==> src/rtl/bist_engine.sv <==
// rtl/bist_engine.sv - LFSR pattern generator with MISR response compactor and pass/fail compare
//
// Purpose:
//   Runs one built-in self test per START request. An 8-bit Fibonacci LFSR
//   drives PATTERN into the unit under test. The combinational response
//   DUT_RESP is folded into a 16-bit MISR on every RUN cycle. At the end of
//   the run the MISR is compared with GOLDEN.
//
// Ports:
//   CLK            in   1   system clock, rising edge
//   RST            in   1   asynchronous active-high reset
//   START          in   1   level request; looked at only in IDLE and DONE
//   BIST_CONF_REG  in  13   [0] mode (0 preset, 1 user), [4:1] preset test
//                           number, [12:5] user length (0 means 256)
//   DUT_RESP       in   8   response of the unit under test to PATTERN
//   GOLDEN         in  16   expected signature
//   PATTERN        out  8   current LFSR state
//   PATTERN_VALID  out  1   high while PATTERN is being applied (RUN)
//   BUSY           out  1   high in LOAD and RUN
//   DONE           out  1   high in DONE
//   SIGNATURE      out 16   MISR contents
//   PASS           out  1   SIGNATURE == GOLDEN, forced low outside DONE

module bist_engine (
    input  logic        CLK,
    input  logic        RST,
    input  logic        START,
    input  logic [12:0] BIST_CONF_REG,
    input  logic [7:0]  DUT_RESP,
    input  logic [15:0] GOLDEN,
    output logic [7:0]  PATTERN,
    output logic        PATTERN_VALID,
    output logic        BUSY,
    output logic        DONE,
    output logic [15:0] SIGNATURE,
    output logic        PASS
);

    typedef enum logic [1:0] {
        ST_IDLE = 2'd0,
        ST_LOAD = 2'd1,
        ST_RUN  = 2'd2,
        ST_DONE = 2'd3
    } state_t;

    // MISR feedback polynomial x^16 + x^12 + x^5 + 1
    localparam logic [15:0] MISR_POLY = 16'h1021;
    // LFSR taps at bits 7, 5, 4, 3
    localparam logic [7:0]  LFSR_TAPS = 8'hB8;
    localparam logic [8:0]  FULL_LEN  = 9'd256;

    state_t      state_q;
    state_t      state_next;

    logic [12:0] conf_q;
    logic [7:0]  lfsr_q;
    logic [15:0] misr_q;
    logic [8:0]  count_q;

    logic [7:0]  seed;
    logic [8:0]  length;
    logic [7:0]  lfsr_next;
    logic [15:0] misr_next;

    // ------------------------------------------------------------------
    // Configuration decode. The snapshot is captured as the block enters
    // LOAD, so the whole LOAD cycle works from a copy that the host can no
    // longer disturb; nothing after that point looks at BIST_CONF_REG.
    // ------------------------------------------------------------------
    always_comb begin
        seed   = 8'hFF;
        length = FULL_LEN;
        if (conf_q[0]) begin
            seed = 8'hFF;
            if (conf_q[12:5] == 8'd0) begin
                length = FULL_LEN;
            end else begin
                length = {1'b0, conf_q[12:5]};
            end
        end else begin
            seed   = {4'hA, conf_q[4:1]};
            length = FULL_LEN;
        end
    end

    // ------------------------------------------------------------------
    // Pattern and signature next-state functions
    // ------------------------------------------------------------------
    always_comb begin
        lfsr_next = {lfsr_q[6:0], ^(lfsr_q & LFSR_TAPS)};
    end

    always_comb begin
        misr_next = {misr_q[14:0], 1'b0}
                  ^ (misr_q[15] ? MISR_POLY : 16'h0000)
                  ^ {8'h00, DUT_RESP};
    end

    // ------------------------------------------------------------------
    // Control FSM: state register
    // ------------------------------------------------------------------
    always_ff @(posedge CLK or posedge RST) begin
        if (RST) begin
            state_q <= ST_IDLE;
        end else begin
            state_q <= state_next;
        end
    end

    // ------------------------------------------------------------------
    // Control FSM: next state
    // ------------------------------------------------------------------
    always_comb begin
        state_next = state_q;
        case (state_q)
            ST_IDLE: begin
                if (START) begin
                    state_next = ST_LOAD;
                end
            end
            ST_LOAD: begin
                state_next = ST_RUN;
            end
            ST_RUN: begin
                // count_q holds the cycles still to run including this one,
                // so leaving on 1 gives exactly 'length' RUN cycles.
                if (count_q == 9'd1) begin
                    state_next = ST_DONE;
                end
            end
            ST_DONE: begin
                // No auto-restart: START must drop before a new run.
                if (!START) begin
                    state_next = ST_IDLE;
                end
            end
            default: begin
                state_next = ST_IDLE;
            end
        endcase
    end

    // ------------------------------------------------------------------
    // Datapath registers
    // ------------------------------------------------------------------
    always_ff @(posedge CLK or posedge RST) begin
        if (RST) begin
            conf_q  <= 13'd0;
            lfsr_q  <= 8'h00;
            misr_q  <= 16'h0000;
            count_q <= 9'd0;
        end else begin
            case (state_q)
                ST_IDLE: begin
                    if (START) begin
                        conf_q <= BIST_CONF_REG;
                    end
                end
                ST_LOAD: begin
                    misr_q  <= 16'h0000;
                    lfsr_q  <= seed;
                    count_q <= length;
                end
                ST_RUN: begin
                    // DUT_RESP is the response to the PATTERN currently
                    // driven, captured on the same edge that advances it.
                    misr_q  <= misr_next;
                    lfsr_q  <= lfsr_next;
                    count_q <= count_q - 9'd1;
                end
                default: begin
                    // DONE holds the signature and pattern stable.
                end
            endcase
        end
    end

    // ------------------------------------------------------------------
    // Outputs
    // ------------------------------------------------------------------
    always_comb begin
        PATTERN       = lfsr_q;
        SIGNATURE     = misr_q;
        PATTERN_VALID = (state_q == ST_RUN);
        BUSY          = (state_q == ST_LOAD) || (state_q == ST_RUN);
        DONE          = (state_q == ST_DONE);
        PASS          = (state_q == ST_DONE) && (misr_q == GOLDEN);
    end

endmodule

==> config.mk <==
export PLATFORM = sky130hd
export DESIGN_NAME = bist_engine
export DESIGN_NICKNAME = d
export VERILOG_FILES = /design/src/rtl/bist_engine.sv
export SDC_FILE = /design/constraint.sdc
export NUM_CORES = 1
export LEC_CHECK = 0
export ABC_AREA = 1
export ABC_CLOCK_PERIOD_IN_PS = 1500
export CAP_MARGIN = 20
export CORE_MARGIN = 1.5
export CORE_UTILIZATION = 44
export DETAILED_ROUTE_END_ITERATION = 8
export PLACE_DENSITY = 0.87
export SYNTH_ARGS = -nofsm -noshare
export SYNTH_HDL_FRONTEND = slang
export SYNTH_SLANG_ARGS = --single-unit
==> constraint.sdc <==
create_clock -name CLK -period 1.5 [get_ports CLK]
set_input_delay 0.3 -clock CLK [delete_from_list [all_inputs] [get_ports CLK]]
set_output_delay 0.3 -clock CLK [all_outputs]
set_load 0.02 [all_outputs]
==> results.cfg <==
[routing]
routed-via-count = 2782
drt-initial-drc-count = 171
dr.pass1.iters = 4
route.detailed.drc = 0
detail-route-antenna-nets = 0
routed_wirelength_mm = 8.83
viasPerCell = 5.35
wl_per_cell_um = 17.0

[power_and_ir_drop]
power_density_mw_per_mm2 = 2430
peakVddDrop_mv = 1.55
leakagePower_nw = 2.10

[final_layout]
drive_gt1_share_pct = 36.8
fill_cells = 344
fin_nets = 492
antenna_cells = 0
area_growth_pct = 71.2
regArea_sq_mm = 0.00120
multi_input_area_sq_mm = 0.00144

[outcome]
violations = setup timing
status = complete, but fails checks

[clocking]
cts_tree = built
ctsRootBufferMaster = clkbuf_8
cts_max_path_buffers = 2
clock_sinks = 48
htree_levels = 2
path_clk_slew_ns = 0.10
clock_latency_ns = 0.31
cts_inserted_buffers = 5

[global_routing]
grt_usage_pct = 25.8
grt_overflow = 0
grt_max_degree = 49
grt_antenna_before_repair = 0
first_global_vias = 2749
grt_pass1_wl_mm = 12.5

[setup_path]
crit_arrival_ns = 1.59
cp_num_buf_inv = 2
critPathLaunchType = register
worstPathMaxFanout = 3
path_class = reg -> out
critPathRequiredTime_ns = 1.20
path_cells = inv_1 > nand2_1 > nand2_1 > nor2_1 > nand2_1 > nor2_2 > nand2_1 > nor2_2 > buf_6
cp-end-kind = output pin
worst_path_largest_cell_delay_ns = 0.41
cp_num_cells = 9
cp_top_family = simple AND/OR/NAND/NOR gates
crit_path_top_delay_cell = dfrtp_1
rr_worst_depth = 10
cpMostUsedCell = nand2_1

[die]
die_x_um = 79.5
io_pins = 68
num_rows = 27
die_h_um = 79.5
start_util_pct = 46.2
die-area_sq_mm = 0.00631
core-area_sq_mm = 0.00557

[logic_synthesis]
synth_top_family_by_area = simple AND/OR/NAND/NOR gates
synth_area_sq_mm = 0.00257
ys_ff_latch = 48
synth_xor_area_share_pct = 3.06
synth-compound-area-share_pct = 14.8
yosys-top-cells-count = nand2_1, dfrtp_1, inv_1
avgSynthCellArea_sq_um = 8.27
synth_top_area_cell = dfrtp_1
yosysSeqAreaShare_pct = 46.7
synth_mux_area_share_pct = 5.35
yosysWarnings = 0
synth_cell_types = 29
synth_edf_count = 0
async_reset_ff_share_pct = 100
synth.most_common_cell = nand2_1
synth_nets = 356
synth_top_area_share_pct = 46.7
synthSimpleGateAreaFrac_pct = 18.4
yosys_most_used_dff = dfrtp_1
synthAdderAreaFrac_pct = 2.43
synthTopCellsByArea = dfrtp_1, nand2_1, inv_1
synthCells = 311

[timing]
post-route-period-util_pct = 126
period_minus_slack_ns = 1.89
drv_slew = 0
whs_ns = 0.343
slew_headroom_pct = 74.1
finalHoldViolations = 0
fin_ws_ns = -0.386
fmax_mhz = 530
tightest_slew_ns = 0.388
rsz0062_at_grt = true
final-setup-viol-count = 38
fin_skew_ns = 0.0111
tns_ns = -4.31

[min_path]
hp-class = in -> async

[run]
max-cap-violations = 0

[placed_design]
hpwl_mm = 5.24
io_buffers = 67
gp_congestion = 0.873
flip-flops by register name, summed over array words and instances, names as in the netlist:
signal     count
conf_q        13
SIGNATURE     16
state_q        2
PATTERN        8
count_q        9
worst min-delay path, delay by kind of cell:
family,cells,cell delay (ns)
buffers and inverters,3,0.74
per-layer routing:
| metal | vias to the layer above | share of wire, % | global-route usage, % |
|---|---|---|---|
| met1 | 1351 | 38 | 28.2 |
| met4 | 0 | 3.0 | 7.89 |
| li1 | 1291 | - | - |
| met2 | 115 | 53 | 49.2 |
| met5 | - | 0 | 0 |
| met3 | 25 | 6.1 | 5.37 |
final cells by class:
class	instances	share of cell area, %
well taps	72	2.05
inverters	49	4.69
flip-flops and latches	48	27.3
clock inverters	2	0.341
clock buffers	6	1.88
multi-input cells	206	32.8
repair buffers	137	31.0
worst paths after layout:
| path | start | endpoint | slack, ns |
|---|---|---|---|
| max reg2reg | state_q[0] | count_q[5] | -0.21 |
| min reg2reg | count_q[8] | count_q[8] | 0.52 |
| max | SIGNATURE[9] | PASS | -0.39 |
| min in group CLK | count_q[8] | count_q[8] | 0.52 |
| min | RST | SIGNATURE[3] | 0.34 |
| max in group asynchronous | RST | conf_q[9] | 0.92 |
where the power goes:
group,internal [W],switching (W)
Clock,0.000374,0.000457
Sequential,0.00185,0.000506
Combinational,0.00378,0.00374
Total,0.00600,0.00470
cells by family (layout without fill, tap and decap cells):
group / after synthesis / after routing
AO/OA/AOI/OAI: 67 / 67
XOR/XNOR: 9 / 9
adder cells (fa/ha/maj): 5 / 5
buffers and inverters: 57 / 194
flip-flops: 48 / 48
multiplexers: 11 / 11
AND/OR/NAND/NOR: 114 / 114
layout by cell type, fill, tap and decap left out, types with 3 or more instances in the layout:
cell / n
buf_8: 3
clkdlybuf4s50_1: 36
nand2_1: 61
a21oi_2: 5
o21ai_1: 15
inv_1: 36
mux2_4: 4
clkbuf_2: 3
clkbuf_8: 6
nor2_2: 6
o21ai_2: 9
nand3_1: 9
inv_2: 10
a21oi_1: 10
dlygate4sd2_1: 19
xor2_1: 5
buf_4: 48
mux2_2: 6
o22ai_2: 8
nor2_4: 6
nand2_2: 3
dfrtp_1: 48
buf_6: 14
clkdlybuf4s15_1: 3
o21ai_0: 6
buf_12: 7
o221ai_2: 3
xnor2_1: 4
nor2_1: 20
through the flow:
| stage | setup WS, ns | std cells | util [%] | power, W | area (sq um) |
|---|---|---|---|---|---|
| final | -0.386 | 520 | 79.0 | 0.0107 | 4400 |
| after global routing | -0.419 | 520 | 79.0 | 0.0113 | 4400 |
| after CTS | -0.295 | 513 | 75.1 | 0.00960 | 4190 |
| after detailed placement | -0.806 | 484 | 65.3 | 0.00683 | 3640 |
| after global placement | -0.726 | 484 | 65.3 | 0.00663 | 3640 |
| after floorplan | 0.0104 | 311 | - | 0.00493 | 2580 |
repair_timing:
item,in CTS,in global routing
gates resized for setup,140,42
hold buffers,0,0
pin swaps,25,20
setup buffers,38,6
cloned,2,1
endpoints found under the setup margin,62,45
(Power assumes the default switching activity.)
